--- config.mk ---
export PLATFORM = sky130hd
export DESIGN_NAME = plot_port_arbiter
export DESIGN_NICKNAME = d
export VERILOG_FILES = /design/src/rtl/pong_pkg.sv /design/src/rtl/rr_pick.sv /design/src/rtl/plot_port_arbiter.sv
export SDC_FILE = /design/constraint.sdc
export NUM_CORES = 1
export LEC_CHECK = 0
export BUFFER_PORTS_ARGS = -buffer_cell sky130_fd_sc_hd__clkbuf_2
export CAP_MARGIN = 20
export CORE_ASPECT_RATIO = 1.2
export CORE_MARGIN = 2
export CORE_UTILIZATION = 48
export DETAILED_ROUTE_END_ITERATION = 8
export PLACE_DENSITY = 0.8
export SLEW_MARGIN = 25
export SYNTH_ARGS = -nofsm -noshare
export SYNTH_HDL_FRONTEND = slang
export SYNTH_SLANG_ARGS = --single-unit
--- constraint.sdc ---
create_clock -name clk -period 4.3 [get_ports clk]
set_clock_uncertainty 0.05 [all_clocks]
set_input_delay 0.645 -clock clk [delete_from_list [all_inputs] [get_ports clk]]
set_output_delay 0.645 -clock clk [all_outputs]
set_load 0.02 [all_outputs]
--- src/rtl/pong_pkg.sv ---
// pong_pkg: shared screen geometry, pixel field widths, arbiter state codes and requester ids.
package pong_pkg;
  localparam int SCREEN_W = 160;
  localparam int SCREEN_H = 120;
  localparam int DEF_X_W = 9;
  localparam int DEF_Y_W = 8;
  localparam int DEF_COLOUR_W = 3;
  localparam logic [0:0] ARB_IDLE = 1'b0;
  localparam logic [0:0] ARB_BURST = 1'b1;
  localparam int REQ_CLEAR = 0;
  localparam int REQ_LPAD = 1;
  localparam int REQ_RPAD = 2;
  localparam int REQ_BALL = 3;
endpackage

--- src/rtl/rr_pick.sv ---
// rr_pick: one-hot winner; index 0 always wins, otherwise round-robin over 1..N-1 from ptr.
module rr_pick #(
  parameter int N = 4,
  parameter int PTR_W = $clog2(N)
) (
  input  logic [N-1:0]     req,
  input  logic [PTR_W-1:0] ptr,
  output logic [N-1:0]     win
);
  logic [PTR_W-1:0] idx;
  // scan from farthest to nearest so the entry nearest ptr is the last one written
  always_comb begin
    win = '0;
    idx = '0;
    if (req[0]) win[0] = 1'b1;
    else
      for (int k = N - 2; k >= 0; k--) begin
        idx = PTR_W'((int'(ptr) + N - 2 + k) % (N - 1) + 1);
        if (req[idx]) begin
          win = '0;
          win[idx] = 1'b1;
        end
      end
  end
endmodule

--- src/rtl/plot_port_arbiter.sv ---
// plot_port_arbiter: burst-granting arbiter for the single vga_adapter pixel write port.
module plot_port_arbiter
  import pong_pkg::*;
#(
  parameter int NUM_REQ = 4,
  parameter int X_W = DEF_X_W,
  parameter int Y_W = DEF_Y_W,
  parameter int COLOUR_W = DEF_COLOUR_W,
  parameter int MAX_BURST = 256
) (
  input  logic                         clk,
  input  logic                         resetn,
  input  logic [NUM_REQ-1:0]           req,
  input  logic [NUM_REQ-1:0]           valid,
  input  logic [NUM_REQ-1:0]           last,
  input  logic [NUM_REQ*X_W-1:0]       req_x,
  input  logic [NUM_REQ*Y_W-1:0]       req_y,
  input  logic [NUM_REQ*COLOUR_W-1:0]  req_colour,
  output logic [NUM_REQ-1:0]           grant,
  output logic [NUM_REQ-1:0]           pix_ack,
  output logic [X_W-1:0]               x,
  output logic [Y_W-1:0]               y,
  output logic [COLOUR_W-1:0]          colour,
  output logic                         plot,
  output logic                         busy
);
  localparam int PTR_W = $clog2(NUM_REQ);
  logic [0:0] state;
  logic [PTR_W-1:0] rr_ptr, win_idx, next_ptr;
  logic [15:0] burst_cnt;
  logic [NUM_REQ-1:0] win;
  logic [X_W-1:0] sel_x;
  logic [Y_W-1:0] sel_y;
  logic [COLOUR_W-1:0] sel_colour;
  logic acc, ack_last, abandon, done;

  rr_pick #(.N(NUM_REQ), .PTR_W(PTR_W)) u_pick (.req(req), .ptr(rr_ptr), .win(win));

  assign pix_ack = grant & req & valid;
  assign acc = |pix_ack;
  assign ack_last = |(pix_ack & last);
  assign abandon = |(grant & ~req);
  assign done = (acc && (ack_last || burst_cnt == 16'(MAX_BURST - 1))) || abandon;
  assign busy = state == ARB_BURST;
  assign next_ptr = (int'(win_idx) == NUM_REQ - 1) ? PTR_W'(1) : win_idx + PTR_W'(1);

  always_comb begin
    win_idx = '0;
    sel_x = '0;
    sel_y = '0;
    sel_colour = '0;
    for (int i = 0; i < NUM_REQ; i++) begin
      if (win[i]) win_idx = PTR_W'(i);
      if (pix_ack[i]) begin
        sel_x = req_x[i*X_W +: X_W];
        sel_y = req_y[i*Y_W +: Y_W];
        sel_colour = req_colour[i*COLOUR_W +: COLOUR_W];
      end
    end
  end

  always_ff @(posedge clk or negedge resetn) begin
    if (!resetn) begin
      state <= ARB_IDLE;
      grant <= '0;
      rr_ptr <= PTR_W'(1);
      burst_cnt <= '0;
      plot <= 1'b0;
      x <= '0;
      y <= '0;
      colour <= '0;
    end else begin
      plot <= acc;
      if (acc) begin
        x <= sel_x;
        y <= sel_y;
        colour <= sel_colour;
      end
      if (state == ARB_IDLE) begin
        if (|req) begin
          state <= ARB_BURST;
          grant <= win;
          burst_cnt <= '0;
          if (!win[0]) rr_ptr <= next_ptr;
        end
      end else if (done) begin
        state <= ARB_IDLE;
        grant <= '0;
      end else if (acc) burst_cnt <= burst_cnt + 16'd1;
    end
  end
endmodule

* Word-level counts from Yosys, hierarchy flattened
Index checks and enable logic that the tools add are counted.
Operators by class: add/subtract/negate cells 9, divide/modulo/power cells 3, magnitude comparators 6, equal/unequal tests 5, muxes and demuxes 43, bitwise logic cells 7, reductions and logical operators 14
Operators by type and width (count):
- modulo 32 x 3 -> 32 bit, second input constant | 3
- 2-to-1 mux 16 bit | 4
- 2-to-1 mux 9 bit | 4
- adder 32 x 2 -> 32 bit, second input constant | 1
- adder 32 x 3 -> 32 bit, second input constant | 1
- 2-to-1 mux 8 bit | 4
- 2-to-1 mux 4 bit | 6
- adder 16 x 1 -> 16 bit, second input constant | 1
- bitwise AND 4 bit | 4
- equality test 16 x 8 -> 1 bit, second input constant | 1
- OR reduction 4 bit | 4
- 2-to-1 mux 3 bit | 5
- 2-to-1 mux 1 bit | 11
- less-than comparator 2 x 3 -> 1 bit, second input constant | 3
- adder 2 bit, second input constant | 3
- binary-select mux 1 bit (select 2 bit) | 3
- demux 1 bit (select 2 bit) | 3
- >= comparator 2 x 1 -> 1 bit, second input constant | 3
- 2-to-1 mux 2 bit | 3
- AND reduction 3 bit | 2
- subtractor 4 x 2 -> 5 bit, second input constant | 1
- adder 2 x 3 -> 4 bit, second input constant | 1
- logical AND 1 bit | 4
- != test 2 x 1 -> 1 bit, second input constant | 2
- other kinds (8) | 10
Storage, ports and cells: register bits after elaboration 44, word-level logic and storage cells 95

* Logic depth before layout (Yosys ltp)
depth after elaboration 18, gate-level depth with buffers 10, mapped depth without buffers 9

* By module
Synthesis repeated with hierarchy kept, for this count alone.
Second synthesis, totals: cells, all modules 350, area total of the unflattened synthesis 3005.4 um^2
By module, submodules not included:
- plot_port_arbiter | times used 1, cells an instance 324, area each 2765.2 um^2
- rr_pick | times used 1, cells an instance 26, area each 240.2 um^2

* Worst setup path before layout
No wires, ideal clock.
path type register to register, from register rr_ptr[0], to register rr_ptr[1], arrival 2.749 ns, setup slack 1.424 ns, cell stages (with the launch flop) 11, clock period less this slack 2.876 ns, cells stage by stage dfstp_2 -> inv_1 -> ha_1 -> clkbuf_1 -> mux4_2 -> or4b_2 -> o311ai_0 -> nand2_1 -> o41ai_1 -> ha_1 -> a21oi_1
On the way: longest elaborated chain between the ends 18
RTL lines:
- start: declaration | line plot_port_arbiter.sv:29 | logic [PTR_W-1:0] rr_ptr, win_idx, next_ptr;
- start signal: assignment | line plot_port_arbiter.sv:84 | if (!win[0]) rr_ptr <= next_ptr;
- adder 2 x 3 -> 4 bit (*) | line rr_pick.sv:18 | idx = PTR_W'((int'(ptr) + N - 2 + k) % (N - 1) + 1);
- subtractor 4 x 2 -> 5 bit (*) | line rr_pick.sv:18
- adder 32 x 3 -> 32 bit | line rr_pick.sv:18
- modulo 32 x 3 -> 32 bit | line rr_pick.sv:18
- adder 2 bit | line rr_pick.sv:18
- less-than comparator 2 x 3 -> 1 bit (implied by the code) or >= comparator 2 x 1 -> 1 bit (tied branches) | line rr_pick.sv:21 | win[idx] = 1'b1;
- logical AND 1 bit (implied by the code) | line rr_pick.sv:21
- 2-to-1 mux 1 bit (implied by the code) | line rr_pick.sv:21
- demux 1 bit (select 2 bit)
- 2-to-1 mux 4 bit (2 in series) | line rr_pick.sv:19 | if (req[idx]) begin
- 2-to-1 mux 4 bit (*) | line rr_pick.sv:19
- 2-to-1 mux 3 bit | line rr_pick.sv:15 | if (req[0]) win[0] = 1'b1;
- 2-to-1 mux 1 bit | line plot_port_arbiter.sv:53 | if (win[i]) win_idx = PTR_W'(i);
- 2-to-1 mux 2 bit (2 in series) | line plot_port_arbiter.sv:53
- adder 2 x 1 -> 2 bit or equality test 2 x 1 -> 1 bit (tied branches) | line plot_port_arbiter.sv:45 | assign next_ptr = (int'(win_idx) == NUM_REQ - 1) ? PTR_W'(1) : win_idx + PTR_W'(1);
- 2-to-1 mux 2 bit | line plot_port_arbiter.sv:45
Mark *: on every way between the ends. The rest lies on a longest branch, timed or not. The select of a mux whose other input is x is not followed. A chain may end at the register's enable or synchronous reset.

* Worst setup path in the final report
from input req[2], to register burst_cnt[3]
On the way: longest elaborated chain between the ends 9
RTL lines:
- start: declaration | line plot_port_arbiter.sv:13 | input logic [NUM_REQ-1:0] req,
- bitwise AND 4 bit (2 in series) | line plot_port_arbiter.sv:39 | assign pix_ack = grant & req & valid;
- bitwise AND 4 bit | line plot_port_arbiter.sv:41 | assign ack_last = |(pix_ack & last);
- OR reduction 4 bit | line plot_port_arbiter.sv:41
- logical OR 1 bit | line plot_port_arbiter.sv:43 | assign done = (acc && (ack_last || burst_cnt == 16'(MAX_BURST - 1))) || abandon;
- logical AND 1 bit | line plot_port_arbiter.sv:43
- logical OR 1 bit | line plot_port_arbiter.sv:43
- != test 2 bit (no source line)
- AND reduction 3 bit (no source line) (*)
- end signal: assignment | line plot_port_arbiter.sv:89 | end else if (acc) burst_cnt <= burst_cnt + 16'd1;
- end: declaration | line plot_port_arbiter.sv:30 | logic [15:0] burst_cnt;
Mark *: on every way between the ends. The rest lies on a longest branch, timed or not.

==> metrics.md <==
| Metric | Value |
|---|---|
| Status | finished, final reports clean |
| Detailed-route DRC error count | 0 |
| Final Hold Viols | 0 |
| Crit Path Category | in2reg |
| Global-route wire length before repair | 14200 um |
| Critical Path Sink Type | flop |
| Syn avg cell area | 8.44 um^2 |
| Yosys reg bits | 44 |
| Port buffer count | 123 |
| CP max-delay cell | or3_1 |
| Worst-margin pin slew | 990 ps |
| Row count | 31 |
| Synth-to-Final Area Change | 26.1% |
| Power share of the clock group | 0.129 |
| Sequential power share | 0.339 |
| Initial core utilization | 0.497 |
| PD cells | 642 nW/um^2 |
| Worst reg2reg path depth | 10 |
| Routed WL | 8620 um |
| Startpoint Class | input port |
| Psw | 1.10 mW |
| Highest-count cells in the layout ignoring fill and taps | clkbuf_2, nor2_1, a21oi_1 |
| Max incr delay on CP | 610 ps |
| Total GRT Usage | 0.248 |
| Hold_buf cts | 0 |
| Number of vias in the routed layout | 3251 |
| Placed Instances | 540 |
| Sink Count | 44 |
| Cell variety after synth | 48 |
| Largest net degree at the start of global routing | 45 |
| Congestion Overflow GR | 0 |
| Fill cell count | 521 |
| Die footprint | 6870 um^2 |
| Mapped Cells | 354 |
| DR iter-0 viols | 252 |
| Crit path time final | 3250 ps |
| Largest delay contributor family on the critical path | buffers and inverters |
| Final setup fails | 0 |
| Most common cell after layout, fill and taps aside | clkbuf_2 |
| Hold/Removal Path Class | in2async |
| Ports | 124 |
| Maximum clock rate | 308 MHz |
| WP depth | 11 |
| Max-cap violations | 0 |
| Max H-tree Level | 2 |
| Combinational power share | 0.532 |
| Antenna diodes | 0 |
| Worst path cell trace | clkbuf_2 > nand3_1 > buf_4 > inv_1 > buf_4 > nor4_4 > inv_1 > nor2_1 > buf_4 > or3_1 > o311ai_0 |
| Post-synth EDFFs | 0 |
| Worst-skew pair later-pin latency | 300 ps |
| Post-DRT Antenna Nets | 0 |
| Leak Pwr | 1.79 nW |
| Int Pwr | 1.32 mW |
| Layout cells sized above 1 | 0.320 |
| Die width | 76.0 um |
| Vias per cell | 5.93 |
| Post-synth top flop | dfrtp_1 |
| Part of the Yosys area used for sequential elements | 0.369 |
| Total power | 2.42 mW |
| Crit-path max FO | 22 |
| WL/cell | 15.7 um |
| CTS max path bufs | 2 |
| Mapped Nets | 454 |
| Final count of pins violating max slew | 0 |
| Die Span Y | 90.4 um |
| Most frequent CP cell | buf_4 |
| # Post-CTS Setup Buffers | 0 |
| Post-synth ARST share | 1.00 |
| TritonCTS Buffers | 5 |
| Routability congestion estimate | 0.917 |
| Clock root cell | clkbuf_8 |
| HPWL Detailed | 6370 um |
| Cell Area, Synth | 2990 um^2 |
| Core area | 6010 um^2 |
| CP Data Arrival Time | 3390 ps |
| Combined buffer and inverter count along the critical path | 6 |
| Worst vdd ir | 358 uV |
| CTS clk-pin slew, worst paths | 80 ps |
| RSZ-0062 raised after global routing | false |
| Final Util | 0.627 |
| Post-route clock period utilization | 0.756 |
| Initial antenna violation count | 0 |
| Relative slew slack | 0.340 |
| Setup TNS | 0 ps |
| CTS tree | done |
| Vias in the first global route | 3031 |
| Layout Nets | 565 |
| Non-filler instance count after layout | 548 |
| CTS resizes | 0 |
| Sw frac | 0.455 |
| Syn. warnings | 0 |
| CP Data Required Time | 4440 ps |
| DR pass1 iterations | 5 |
[power by group through the flow]
stage | Sequential, mW | Clock, mW | Combinational, mW
6_report | 0.819 | 0.311 | 1.29
2_1_floorplan | 0.887 | 0 | 0.835
5_1_grt | 0.842 | 0.339 | 1.43
4_1_cts | 0.812 | 0.316 | 1.29
3_3_place_gp | 0.814 | 0 | 1.25
3_5_place_dp | 0.819 | 0 | 1.29
[area by class of cell]
class,count,area (um^2),area share
clock buffers,6,72.6,0.0193
clock inverters,2,35.0,0.00930
inverters,10,37.5,0.00996
multi-input cells,271,1730,0.458
flip-flops and latches,44,1100,0.293
well taps,82,103,0.0272
repair buffers,133,691,0.183
[per-stage QoR]
step	hold slack, ps	area [um^2]	setup slack [ps]
finish	358	3770	1050
global route	420	3770	766
CTS	391	3770	1050
detailed placement	470	3660	687
global placement	451	3660	802
floorplan	299	2990	1420
[state kept, by name, indices dropped and copies added (netlist names)]
| signal | count |
|---|---|
| busy | 1 |
| burst_cnt | 16 |
| plot | 1 |
| grant | 4 |
| y | 8 |
| x | 9 |
| rr_ptr | 2 |
| colour | 3 |
[Yosys cell counts, drive strengths merged (5+ instances only)]
master  count  area [um^2]
nand2b      5         31.3
ha          6         75.1
clkbuf     25         93.8
nand3       9         45.0
and3        8         50.1
o31ai      12         90.1
a221oi     19          166
nor4        8         65.1
inv        10         37.5
nand3b      6         45.0
dfrtp      43         1080
o221ai      6         52.6
a21oi      44          220
o21ai       8         40.0
or3        20          125
mux2i       5         50.1
a22o        5         43.8
nand2      20         75.1
nor2       48          180
[logic make-up (layout without fill, tap and decap cells)]
family / count (synthesis) / in the layout / synth area share
simple gates: 140 / 140 / 0.245
compound gates: 116 / 116 / 0.268
flops: 44 / 44 / 0.369
buf+inv: 39 / 151 / 0.0528
mux: 9 / 9 / 0.0394
fa+ha+maj: 6 / 6 / 0.0251
[worst paths after layout]
kind                                      start                       end  slack [ps]
setup / recovery                         req[2]  burst_cnt[3]$_DFFE_PN0P_        1050
hold / removal                           resetn          y[2]$_DFFE_PN0P_         360
setup reg to reg           grant[2]$_DFFE_PN0P_  burst_cnt[0]$_DFFE_PN0P_        1150
hold reg to reg                x[5]$_DFFE_PN0P_          x[5]$_DFFE_PN0P_         480
max in group asynchronous                resetn     rr_ptr[0]$_DFFE_PN1P_        3440
min in group clk               x[5]$_DFFE_PN0P_          x[5]$_DFFE_PN0P_         480
[routing by layer]
| metal | GRT usage | vias up | routed length, um |
|---|---|---|---|
| met2 | 0.433 | 140 | 4400 |
| li1 | - | 1567 | - |
| met4 | 0.0530 | 0 | 62 |
| met5 | 0 | - | 0 |
| met3 | 0.0430 | 6 | 603 |
| met1 | 0.325 | 1538 | 3560 |
[worst reg2reg max path, cell delays in order (launching register included)]
cell     delay (ps)
dfrtp_1         410
nand3_1         100
buf_4           260
inv_1            80
buf_4           210
nor4_4          280
inv_1           340
nor2_1          190
buf_4           220
or3_1           500
mux2_2          400
No activity file was read; power rests on OpenSTA's default activity.
